--- config.mk ---
export PLATFORM = sky130hd
export DESIGN_NAME = mem_arbiter
export DESIGN_NICKNAME = d
export VERILOG_FILES = /design/src/rtl/mem_arb_pkg.sv /design/src/rtl/mem_arbiter.sv
export SDC_FILE = /design/constraint.sdc
export NUM_CORES = 1
export LEC_CHECK = 0
export CORE_ASPECT_RATIO = 1.75
export CORE_UTILIZATION = 34
export DETAILED_ROUTE_END_ITERATION = 10
export PLACE_DENSITY = 0.85
export RECOVER_POWER = 25
export SKIP_LAST_GASP = 1
export SLEW_MARGIN = 20
export SYNTH_ARGS = -nofsm -noshare
export SYNTH_HDL_FRONTEND = slang
export SYNTH_SLANG_ARGS = --single-unit
--- constraint.sdc ---
create_clock -name PHI_2 -period 2.4 [get_ports PHI_2]
set_clock_uncertainty 0.05 [all_clocks]
set_input_delay 0.6 -clock PHI_2 [delete_from_list [all_inputs] [get_ports PHI_2]]
set_output_delay 0.6 -clock PHI_2 [all_outputs]
set_load 0.02 [all_outputs]
--- src/rtl/mem_arb_pkg.sv ---
// Shared types and constants for the memory port arbiter.
package mem_arb_pkg;

  typedef enum logic [1:0] {
    ARB_BOOT,
    ARB_RELEASE,
    ARB_RUN
  } arb_state_t;

  localparam int unsigned BOOT_CNT_W = 16;
  localparam logic [BOOT_CNT_W-1:0] BOOT_CNT_MAX = '1;

endpackage

--- src/rtl/mem_arbiter.sv ---
// Boot sequencer and memory-port arbiter between the 6502 core and the loader.
// Boot: loader owns the port with the CPU held in reset. Release: timed CPU
// reset pulse. Run: CPU owns the port; loader steals isolated read cycles.
module mem_arbiter
  import mem_arb_pkg::*;
#(
  parameter int ADDR_WIDTH = 16,
  parameter int DATA_WIDTH = 8,
  parameter int RES_HOLD   = 8
) (
  input  logic                  PHI_2,
  input  logic                  RES,
  input  logic [ADDR_WIDTH-1:0] AB,
  input  logic [DATA_WIDTH-1:0] DB_OUT,
  input  logic                  RW,
  output logic [DATA_WIDTH-1:0] DB_IN,
  output logic                  RDY,
  output logic                  CPU_RES_N,
  input  logic                  LD_VALID,
  output logic                  LD_READY,
  input  logic [ADDR_WIDTH-1:0] LD_ADDR,
  input  logic [DATA_WIDTH-1:0] LD_DATA,
  input  logic                  LD_DONE,
  output logic                  ena,
  output logic                  wea,
  output logic [ADDR_WIDTH-1:0] addra,
  output logic [DATA_WIDTH-1:0] dina,
  input  logic [DATA_WIDTH-1:0] douta,
  output logic [BOOT_CNT_W-1:0] BOOT_CNT
);

  localparam logic [7:0] HOLD_LAST = 8'(RES_HOLD - 1);

  arb_state_t            state_q, state_d;
  logic [7:0]            hold_q, hold_d;
  logic                  steal_q, steal_d;
  logic [BOOT_CNT_W-1:0] boot_cnt_q, boot_cnt_d;
  logic                  res_dly_q;

  logic                  gate;
  logic                  grant;
  logic                  ld_ready;

  // Outputs are forced to their reset values during RES and the cycle after.
  assign gate  = RES | res_dly_q;
  assign DB_IN = douta;

  // State, hold counter, steal flag, boot counter and reset-delay registers.
  always_ff @(posedge PHI_2) begin
    if (RES) begin
      state_q    <= ARB_BOOT;
      hold_q     <= '0;
      steal_q    <= 1'b0;
      boot_cnt_q <= '0;
      res_dly_q  <= 1'b1;
    end else begin
      state_q    <= state_d;
      hold_q     <= hold_d;
      steal_q    <= steal_d;
      boot_cnt_q <= boot_cnt_d;
      res_dly_q  <= 1'b0;
    end
  end

  // Next-state, hold counter, steal flag and saturating boot counter.
  always_comb begin
    state_d    = state_q;
    hold_d     = '0;
    steal_d    = grant;
    boot_cnt_d = boot_cnt_q;
    case (state_q)
      ARB_BOOT: begin
        if (LD_DONE) state_d = ARB_RELEASE;
        if (LD_VALID && ld_ready && (boot_cnt_q != BOOT_CNT_MAX))
          boot_cnt_d = boot_cnt_q + 1'b1;
      end
      ARB_RELEASE: begin
        if (hold_q == HOLD_LAST) state_d = ARB_RUN;
        else                     hold_d  = hold_q + 1'b1;
      end
      ARB_RUN: state_d = ARB_RUN;
      default: state_d = ARB_BOOT;
    endcase
  end

  // Port mux, CPU control and loader handshake, combinational for zero-latency grants.
  always_comb begin
    CPU_RES_N = 1'b0;
    RDY       = 1'b0;
    ld_ready  = 1'b0;
    ena       = 1'b0;
    wea       = 1'b0;
    addra     = '0;
    dina      = '0;
    grant     = 1'b0;
    if (!gate) begin
      case (state_q)
        ARB_BOOT: begin
          ld_ready = 1'b1;
          ena      = LD_VALID;
          wea      = LD_VALID;
          addra    = LD_ADDR;
          dina     = LD_DATA;
        end
        ARB_RUN: begin
          CPU_RES_N = 1'b1;
          // Only CPU reads are stolen, never twice in a row.
          grant = LD_VALID & RW & ~steal_q;
          ena   = 1'b1;
          if (grant) begin
            wea      = 1'b1;
            addra    = LD_ADDR;
            dina     = LD_DATA;
            ld_ready = 1'b1;
          end else begin
            wea   = ~RW;
            addra = AB;
            dina  = DB_OUT;
            RDY   = 1'b1;
          end
        end
        default: ;
      endcase
    end
  end

  assign LD_READY = ld_ready;
  assign BOOT_CNT = gate ? '0 : boot_cnt_q;

endmodule

-- Word level (Yosys, flattened, before mapping)
Index checks and enable logic that the tools add are counted.
- output and inout port bits: 53
- logic and storage cells: 51
- flip-flop bits (word level): 28
- input port bits: 61
- reductions and logical operators: 7
- muxes and demuxes: 24
- bitwise logic cells: 7
- add/sub/neg operators: 2
- equality and inequality tests: 6
- operator list (cell ; number):
    $mux W16 ; 3
    $pmux W16 S2 ; 1
    $add A16 B1 Y16 const B ; 1
    $mux W8 ; 2
    $ne A16 B16 Y1 const B ; 1
    $pmux W8 S2 ; 1
    $mux W1 ; 11
    $add A8 B1 Y8 const B ; 1
    $eq A8 B3 Y1 const B ; 1
    $pmux W1 S2 ; 3
    $pmux W2 S3 ; 1
    $reduce_or A3 Y1 ; 2
    $mux W2 ; 2
    $ne A2 B2 Y1 const B ; 2
    $not A1 Y1 ; 4
    $reduce_and A2 Y1 ; 2
    $and A1 B1 Y1 ; 2
    $eq A2 B1 Y1 const B ; 1
    $eq A2 B2 Y1 const B ; 1
    $logic_and A1 B1 Y1 ; 2
    $logic_not A2 Y1 ; 1
    $or A1 B1 Y1 ; 1

-- Depth between registers and ports, before layout
Gate-level depths: netlist (run 1).
- depth in word-level cells: 8
- mapped depth: 7
- gate-level depth less buffers: 6

-- Worst setup path after synthesis (run 1)
OpenSTA, ideal clock, no wires.
- path type: input-to-output
- start point: in RW
- end point: out addra[0]
- data arrival time: 1.795 ns
- required time: 1.750 ns
- buffers on the path: 2
- cell stages on the path: 6
- slack: -0.045 ns
- cell sequence: and3b_1 -> nor2b_1 -> clkbuf_1 -> clkbuf_1 -> a22oi_1 -> nor2_1
- longest elaborated chain between the ends: 5
- ends and longest elaborated chain (element ; RTL line ; source):
    start: declaration ; mem_arbiter.sv:15 ; input logic RW,
    $and A1 B1 Y1 (2 in series) ; mem_arbiter.sv:108 ; grant = LD_VALID & RW & ~steal_q;
    $mux W16 ; mem_arbiter.sv:110 ; if (grant) begin
    $pmux W16 S2 ; mem_arbiter.sv:97 ; case (state_q)
    $mux W16 ; mem_arbiter.sv:96 ; if (!gate) begin
    end: declaration ; mem_arbiter.sv:26 ; output logic [ADDR_WIDTH-1:0] addra,
Every way passes these cells.

-- Worst setup path in the final report (run 1)
- start point: in RW
- end point: out addra[11]
Same word-level chain as after synthesis.

==> qor.yml, run 1 <==
status: "finished, violations left"
violations: "setup timing"
antenna_cells: 0
critPathRequiredTime_ns: 1.75
combinationalPowerShare: 0.553
finalCritPeriodShare: 1.04
die_h_um: 100
yosys-mux-area-fraction: 0.0234
worst_pin_slew_ns: 0.610
synthAdderAreaFrac: 0.0334
wl_mm: 8.01
routabilityCongestion: 0.899
grt_overflow_total: 0
cts_tree: "done"
syn_nets: 310
synth_top_cell_by_area: "dfxtp_1"
slew_viol_final: 0
r2r_start: "state_q[1]"
cp_data_arrival_time_ns: 1.85
p_sw_uw: 623
relSlewSlack: 0.590
cpMostUsedCell: "buf_6"
grt_max_degree: 22
layout.nets: 432
area_growth_pct: 86.8
io_buffers: 97
synth_enable_flop_cells: 0
clk_pin_slew_ns: 0.09
r2r_end: "boot_cnt_q[8]"
synth_top_family_by_area: "simple AND/OR/NAND/NOR gates"
p_leak_nw: 1.37
r2r_slack_ns: 0.17
max_freq_ghz: 0.400
grt_pass1_wl_mm: 11.1
vias: 2445
clk_latency_ns: 0.28
floorplan.die.width_um: 58.1
end_kind: "output pin"
critPathKind: "input pin to output pin"
setup_tns_ns: -0.752
setup_viol: 18
synth-async-reset-ratio: 0
dpl.hpwl_mm: 4.78
synth_compound_area_frac: 0.202
powerDensity_nw_per_um2: 501
synth_seq_cells: 28
fin_crit_ns: 2.50
ios: 114
cts.htree.levels: 1
slowest_delay_ns: 0.24
fin_ws_ns: -0.0987
drt_iter0_markers: 134
ys_types: 38
cpMaxStageDelayCell: "and3b_2"
switching_share: 0.355
layout_commonest_cell: "clkdlybuf4s50_1"
wl_per_cell_um: 18.3
grt_util_all_layers: 0.248
synth_top_area_share: 0.299
initial_core_util: 0.353
syn_avg_cell_area_um2: 7.67
cts.sinks: 28
hold_class: "flip-flop to flip-flop"
r2r_cells: 8
final_util: 0.660
antenna_left: 0
grt_pass1_vias: 2326
rows: 35
synth_xor_area_frac: 0.0281
ys_top_cells_by_area: "dfxtp_1 (30%), a22oi_1 (10%), nor2_1 (8.0%)"
synth_warnings: 0
cp-startpoint: "RW"
cp_max_fo: 5
dr.pass1.iters: 4
seqPwrFrac: 0.279
clock_path_buffers: 2
syn_inst: 244
synth-simple-area-share: 0.325
rsz0062_at_grt: "yes"
synth-seq-area-share: 0.299
crit_cells: 9
power.internal_mw: 1.13
synthFlopType: "dfxtp_1"
antenna_found_initial: 0
cts_buffers: 3
layout-drive-gt1-share: 0.419
layout_common_cells: "clkdlybuf4s50_1 (49), buf_4 (37), dfxtp_1 (26)"
core_region_area_um2: 5300
crit_path_start_kind: "input pin"
dieArea_um2: 5820
p_clk_frac: 0.168
avgViaCountPerCell: 5.57
worstSetupEndpoint: "addra[11]"
hold_violations: 0
cp_cell_sequence: "buf_6, and3b_2, buf_6, nor2b_4, buf_4, buf_6, a22oi_2, nor2_2, buf_6"
drc: 0
ir_drop_mv: 0.371
max_cap_violations: 0
critPathTopFamily: "buffers and inverters"
root_buffer: "clkbuf_8"
crit_buf_inv: 5
finalPower_mw: 1.75
netlist_area_um2: 1870
==> cell usage after synthesis (2+ instances only) <==
library cell and instances:
nor2_1 40, dfxtp_1 28, a22oi_1 25, and2_1 13, clkbuf_1 13, a21oi_1 11, inv_1 11, nand2_1 9
or4_1 9, buf_4 8, nand3_1 8, nor3_1 8, o31ai_1 8, ha_1 5, nor4_1 5, nand4_1 4
o21ai_0 4, xnor2_1 4, mux2_2 3, nor2b_1 3, or3_1 3, a21o_1 2, and3_1 2, nand2b_1 2
o311ai_0 2, xor2_1 2
==> layer usage <==
layer / track usage / up-vias / wire length [um]
met1: 0.234 / 1129 / 2660
met5: 0 / - / 0
met2: 0.481 / 146 / 4090
met4: 0.108 / 0 / 409
met3: 0.0644 / 45 / 851
li1: - / 1125 / -
==> layout make-up <==
type / instances / area [um^2]
clock buffers: 4 / 55.1
multi-input cells: 182 / 1400
flip-flops and latches: 28 / 563
repair buffers: 140 / 1350
fillers: 395 / 1800
well taps: 74 / 92.6
inverters: 11 / 41.3
==> worst reg2reg max path, cell delays in order, from the launching register on <==
cell and delay [ns]:
dfxtp_2 0.35, inv_1 0.10, ha_4 0.19, buf_4 0.14, nand4bb_4 0.14, or4_4 0.48
buf_4 0.17, or4_1 0.41, a21oi_1 0.15
==> flip-flops by register name, summed over array words and instances, names as in the netlist <==
name / flops
boot_cnt_q: 16
hold_q: 8
state_q: 2
res_dly_q: 1
steal_q: 1
==> through the flow <==
step	cell area [um^2]	setup slack [ns]	cells	hold WS (ns)
5_1_grt	3500	-0.134	439	0.437
3_3_place_gp	3110	-0.645	421	0.389
4_1_cts	3330	-0.00122	435	0.422
2_1_floorplan	1920	0.0290	244	0.376
6_report	3500	-0.0987	439	0.413
3_5_place_dp	3110	-0.696	421	0.401
==> cell families after synthesis <==
logic type,count (synthesis)
AO/OA/AOI/OAI,55
XOR/XNOR,6
adder cells (fa/ha/maj),5
buffers and inverters,34
flip-flops,28
multiplexers,4
AND/OR/NAND/NOR,112
==> worst min path at each step <==
stage / startpoint / endpoint / cells after the start / slack [ns]
detailed placement: hold_q[0] / hold_q[0] / 1 / 0.40
global placement: hold_q[0] / hold_q[0] / 1 / 0.39
finish: hold_q[0] / hold_q[0] / 1 / 0.41
CTS: hold_q[0] / hold_q[0] / 1 / 0.42
floorplan: hold_q[0] / hold_q[0] / 1 / 0.38
global route: hold_q[0] / hold_q[0] / 1 / 0.44
==> repair_timing <==
action                     4_1_cts  5_1_grt
pin swaps                        9        6
setup endpoints to repair       54       24
hold buffers                     0        0
gates resized for setup        224       35
cloned                           6        1
buffers inserted                 4        3
==> power by group through the flow <==
| stage | combinational (mW) | sequential [mW] | clock, mW |
|---|---|---|---|
| after global placement | 0.627 | 0.495 | 0 |
| after global routing | 1.01 | 0.491 | 0.321 |
| final | 0.970 | 0.489 | 0.294 |
| after CTS | 0.831 | 0.486 | 0.297 |
| after detailed placement | 0.643 | 0.496 | 0 |
| after floorplan | 0.345 | 0.496 | 0 |
(Power assumes the default switching activity.)
==> run 2, diff against run 1 <==
--- a/config.mk
+++ b/config.mk
@@ -8,8 +8,10 @@
 export CORE_ASPECT_RATIO = 1.75
 export CORE_UTILIZATION = 34
 export DETAILED_ROUTE_END_ITERATION = 10
-export PLACE_DENSITY = 0.85
+export HOLD_SLACK_MARGIN = 0.05
+export PLACE_DENSITY = 0.81
 export RECOVER_POWER = 25
+export SKIP_CTS_REPAIR_TIMING = 1
 export SKIP_LAST_GASP = 1
 export SLEW_MARGIN = 20
 export SYNTH_ARGS = -nofsm -noshare
==> qor.yml, run 2 (synthesis results as in run 1) <==
clk_latency_ns: 0.28  # about the same
r2r_cells: 8  # unchanged
clk_pin_slew_ns: 0.09  # about the same
ir_drop_mv: 0.544  # was 0.371 mV
layout-drive-gt1-share: 0.361  # was 0.419
cp_cell_sequence: "clkbuf_2, and3b_2, a21o_4, clkbuf_16, a22oi_2, nor2_2, buf_2"  # was buf_6, and3b_2, buf_6, nor2b_4, buf_4, buf_6, a22oi_2, nor2_2, buf_6
drc: 0  # unchanged
wl_per_cell_um: 15.5  # was 18.3 um
r2r_end: "boot_cnt_q[8]"  # unchanged
status: "complete, no violations"  # was finished, violations left
root_buffer: "clkbuf_8"  # unchanged
area_growth_pct: 78.5  # was 86.8%
ios: 114  # unchanged
max_cap_violations: 0  # unchanged
r2r_start: "state_q[1]"  # unchanged
initial_core_util: 0.353  # unchanged
antenna_found_initial: 0  # unchanged
grt_pass1_vias: 1979  # was 2326
critPathRequiredTime_ns: 1.75  # about the same
rows: 35  # unchanged
rsz0062_at_grt: "yes"  # unchanged
cts_buffers: 3  # unchanged
setup_viol: 0  # was 18
cts.htree.levels: 1  # unchanged
avgViaCountPerCell: 5.21  # was 5.57
worstSetupEndpoint: "addra[1]"  # was addra[11]
routabilityCongestion: 0.808  # was 0.899
layout_commonest_cell: "clkdlybuf4s50_1"  # unchanged
p_leak_nw: 1.56  # was 1.37 nW
io_buffers: 97  # unchanged
cp_data_arrival_time_ns: 1.71  # was 1.85 ns
cts_tree: "done"  # unchanged
antenna_cells: 0  # unchanged
finalCritPeriodShare: 0.983  # was 1.04
wl_mm: 6.67  # was 8.01 mm
hold_depth: 1  # unchanged
largest_reg_flops: 16  # unchanged
dieArea_um2: 5820  # unchanged
layout_common_cells: "clkdlybuf4s50_1 (49), dfxtp_1 (27), buf_4 (26)"  # was clkdlybuf4s50_1 (49), buf_4 (37), dfxtp_1 (26)
relSlewSlack: 0.625  # was 0.590
cpMaxStageDelayCell: "and3b_2"  # unchanged
powerDensity_nw_per_um2: 474  # was 501 nW/um^2
core_region_area_um2: 5300  # unchanged
max_freq_ghz: 0.424  # was 0.400 GHz
dr.pass1.iters: 4  # unchanged
critPathKind: "input pin to output pin"  # unchanged
top_regs: "boot_cnt_q: 16 flops, hold_q: 8 flops, state_q: 2 flops"  # unchanged
cp-startpoint: "LD_VALID"  # was RW
grt_max_degree: 26  # was 22
hold_violations: 0  # unchanged
slew_viol_final: 0  # unchanged
r2r_slack_ns: 0.19  # was 0.17 ns
floorplan.die.width_um: 58.1  # unchanged
drt_iter0_markers: 82  # was 134
die_h_um: 100  # unchanged
worst_pin_slew_ns: 0.563  # was 0.610 ns
slowest_delay_ns: 0.25  # was 0.24 ns
grt_pass1_wl_mm: 8.90  # was 11.1 mm
crit_path_start_kind: "input pin"  # unchanged
grt_util_all_layers: 0.190  # was 0.248
clock_path_buffers: 2  # unchanged
layout.nets: 422  # was 432
vias: 2234  # was 2445
antenna_left: 0  # unchanged
cts.sinks: 28  # unchanged
end_kind: "output pin"  # unchanged
grt_overflow_total: 0  # unchanged
cp_max_fo: 6  # was 5
setup_tns_ns: 0  # was -0.752 ns
hold_class: "flip-flop to flip-flop"  # unchanged
hold_ws_ns: 0.421  # was 0.413 ns
largest_register: "boot_cnt_q"  # unchanged
fin_crit_ns: 2.36  # was 2.50 ns
dpl.hpwl_mm: 4.54  # was 4.78 mm
==> run 2: report_power, final <==
group / switching (mW) / total, mW / internal [mW]
clock: 0.149 / 0.297 / 0.147
combinational: 0.397 / 0.802 / 0.404
sequential: 0.00718 / 0.485 / 0.477
total: 0.554 / 1.58 / 1.03
==> run 2: worst max-delay path, delay by kind of cell <==
family / cells / cell delay (ns)
buffers and inverters: 3 / 0.42
AND/OR/NAND/NOR: 2 / 0.29
AO/OA/AOI/OAI: 2 / 0.40
==> run 2: cell type report <==
| class | count | area, um^2 |
|---|---|---|
| Sequential cell | 28 | 562 |
| Timing Repair Buffer | 130 | 1210 |
| Multi-Input combinational cell | 182 | 1380 |
| Clock buffer | 4 | 55.1 |
| Inverter | 11 | 41.3 |
| Fill cell | 438 | 1960 |
| Tap cell | 74 | 92.6 |
==> run 2: worst min path at each step <==
| stage | from | end | slack [ns] |
|---|---|---|---|
| 3_5_place_dp | hold_q[0] | hold_q[0] | 0.40 |
| 6_report | hold_q[0] | hold_q[0] | 0.42 |
| 2_1_floorplan | hold_q[0] | hold_q[0] | 0.38 |
| 5_1_grt | hold_q[0] | hold_q[0] | 0.45 |
| 4_1_cts | hold_q[0] | hold_q[0] | 0.43 |
| 3_3_place_gp | hold_q[0] | hold_q[0] | 0.39 |
==> run 2: layer usage <==
| metal | GRT usage | routed length, um | vias to the layer above |
|---|---|---|---|
| met3 | 0.0541 | 650 | 8 |
| li1 | - | - | 1095 |
| met5 | 0 | 0 | - |
| met2 | 0.356 | 3650 | 96 |
| met1 | 0.194 | 2260 | 1035 |
| met4 | 0.0678 | 108 | 0 |
==> run 2: metrics by stage <==
| stage | utilization | std cells | setup slack [ns] | total power [mW] | cell area [um^2] |
|---|---|---|---|---|---|
| 3_5_place_dp | 0.583 | 419 | -0.686 | 1.13 | 3090 |
| 4_1_cts | 0.594 | 423 | -0.694 | 1.43 | 3150 |
| 6_report | 0.631 | 429 | 0.0419 | 1.58 | 3340 |
| 5_1_grt | 0.631 | 429 | -0.0153 | 1.65 | 3340 |
| 2_1_floorplan | - | 244 | 0.0290 | 0.841 | 1920 |
| 3_3_place_gp | 0.583 | 419 | -0.624 | 1.12 | 3090 |
==> run 3, diff against run 2 <==
--- a/config.mk
+++ b/config.mk
@@ -5,7 +5,6 @@
 export SDC_FILE = /design/constraint.sdc
 export NUM_CORES = 1
 export LEC_CHECK = 0
-export CORE_ASPECT_RATIO = 1.75
 export CORE_UTILIZATION = 34
 export DETAILED_ROUTE_END_ITERATION = 10
 export HOLD_SLACK_MARGIN = 0.05
==> qor.yml, run 3 (synthesis results as in run 1) <==
floorplan.die.width_um: 76.2  # was 58.1 um
wl_per_cell_um: 17.4  # was 15.5 um
crit_cells: 7  # unchanged
hold_violations: 0  # unchanged
slowest_delay_ns: 0.27  # was 0.25 ns
drc: 0  # unchanged
status: "finished, violations left"  # was complete, no violations
min_from: "hold_q[0]"  # unchanged
crit_path_start_kind: "input pin"  # unchanged
cp_data_arrival_time_ns: 1.78  # was 1.71 ns
max_freq_ghz: 0.412  # was 0.424 GHz
root_buffer: "clkbuf_8"  # unchanged
top_regs: "boot_cnt_q: 16 flops, hold_q: 8 flops, state_q: 2 flops"  # unchanged
ios: 114  # unchanged
cts_buffers: 3  # unchanged
multi_input_area_um2: 1380  # about the same
grt_max_degree: 26  # unchanged
finalCritPeriodShare: 1.01  # was 0.983
end_kind: "output pin"  # unchanged
layout-drive-gt1-share: 0.353  # was 0.361
layout_common_cells: "clkdlybuf4s50_1 (49), buf_4 (28), dfxtp_1 (26)"  # was clkdlybuf4s50_1 (49), dfxtp_1 (27), buf_4 (26)
hold_class: "flip-flop to flip-flop"  # unchanged
setup_tns_ns: -0.0823  # was 0 ns
antenna_cells: 0  # unchanged
hold_ws_ns: 0.422  # was 0.421 ns
antenna_left: 0  # unchanged
dieArea_um2: 5810  # was 5820 um^2
antenna_found_initial: 0  # unchanged
critPathTopFamily: "simple AND/OR/NAND/NOR gates"  # was buffers and inverters
cp_cell_sequence: "buf_6, and3b_2, nor2b_4, buf_12, a22oi_2, nor2_2, clkbuf_2"  # was clkbuf_2, and3b_2, a21o_4, clkbuf_16, a22oi_2, nor2_2, buf_2
clk_latency_ns: 0.27  # was 0.28 ns
critPathKind: "input pin to output pin"  # unchanged
die_h_um: 76.2  # was 100 um
grt_pass1_vias: 2023  # was 1979
fin_crit_ns: 2.43  # was 2.36 ns
violations: "setup timing"
dr.pass1.iters: 5  # was 4
drt_iter0_markers: 65  # was 82
p_leak_nw: 1.63  # was 1.56 nW
layout.nets: 421  # was 422
cpMaxStageDelayCell: "nor2b_4"  # was and3b_2
ir_drop_mv: 0.294  # was 0.544 mV
fin_ws_ns: -0.0291  # was 0.0419 ns
cts_tree: "done"  # unchanged
clk_pin_slew_ns: 0.09  # about the same
max_cap_violations: 0  # unchanged
largest_reg_flops: 16  # unchanged
clock_path_buffers: 2  # unchanged
initial_core_util: 0.360  # was 0.353
n_fill_cell: 445  # was 438
powerDensity_nw_per_um2: 476  # was 474 nW/um^2
r2r_end: "boot_cnt_q[8]"  # unchanged
cp_max_fo: 6  # unchanged
routabilityCongestion: 0.833  # was 0.808
vias: 2344  # was 2234
grt_overflow_total: 0  # unchanged
critPathRequiredTime_ns: 1.75  # about the same
crit_buf_inv: 3  # unchanged
rows: 26  # was 35
rsz0062_at_grt: "yes"  # unchanged
grt_pass1_wl_mm: 9.75  # was 8.90 mm
dpl.hpwl_mm: 4.74  # was 4.54 mm
hold_depth: 1  # unchanged
relSlewSlack: 0.639  # was 0.625
setup_viol: 6  # was 0
avgViaCountPerCell: 5.53  # was 5.21
layout_commonest_cell: "clkdlybuf4s50_1"  # unchanged
grt_util_all_layers: 0.204  # was 0.190
worst_pin_slew_ns: 0.536  # was 0.563 ns
r2r_start: "state_q[1]"  # unchanged
area_growth_pct: 83.4  # was 78.5%
largest_register: "boot_cnt_q"  # unchanged
seq_area_um2: 563  # was 562 um^2
slew_viol_final: 0  # unchanged
r2r_slack_ns: 0.20  # was 0.19 ns
cts.htree.levels: 1  # unchanged
r2r_cells: 8  # unchanged
core_region_area_um2: 5200  # was 5300 um^2
wl_mm: 7.38  # was 6.67 mm
cts.sinks: 28  # unchanged
holdPathEnd: "hold_q[0]"  # unchanged
io_buffers: 97  # unchanged
run 3: changes by cell type in the layout (fill, tap and decap cells not counted), sizes merged:
| cell | change |
|---|---|
| buf | +7 |
| dlymetal6s2s | +3 |
| clkbuf | -11 |
run 3: worst max-delay path by stage:
stage                         from        to  slack, ns
after CTS                       RW   dina[1]      -0.76
after global placement          RW   dina[1]      -0.78
after floorplan                 RW  addra[0]       0.03
final                     LD_VALID  addra[8]      -0.03
after global routing      LD_VALID  addra[9]      -0.05
after detailed placement        RW   dina[1]      -0.76
run 3: where the power goes:
| part | internal [mW] | switching (mW) |
|---|---|---|
| Sequential | 0.478 | 0.00789 |
| Combinational | 0.436 | 0.423 |
| Clock | 0.147 | 0.141 |
run 3: routing by layer:
| layer | track usage | wire length [um] |
|---|---|---|
| met4 | 0.0519 | 227 |
| met1 | 0.237 | 2980 |
| met5 | 0 | 0 |
| met3 | 0.0431 | 447 |
| met2 | 0.376 | 3720 |
run 3: per-stage QoR:
step / power [mW] / utilization / std cells / setup WS, ns / area (um^2)
floorplan: 0.841 / - / 244 / 0.0290 / 1920
global route: 1.70 / 0.659 / 424 / -0.0521 / 3430
detailed placement: 1.14 / 0.590 / 411 / -0.759 / 3070
finish: 1.63 / 0.659 / 424 / -0.0291 / 3430
global placement: 1.13 / 0.590 / 411 / -0.781 / 3070
CTS: 1.43 / 0.600 / 415 / -0.763 / 3120
run 3: cell type report:
class,instances,area share
Timing Repair Buffer,129,0.380
Tap cell,70,0.0255
Multi-Input combinational cell,182,0.402
Inverter,11,0.0120
Sequential cell,28,0.164
Clock buffer,4,0.0160
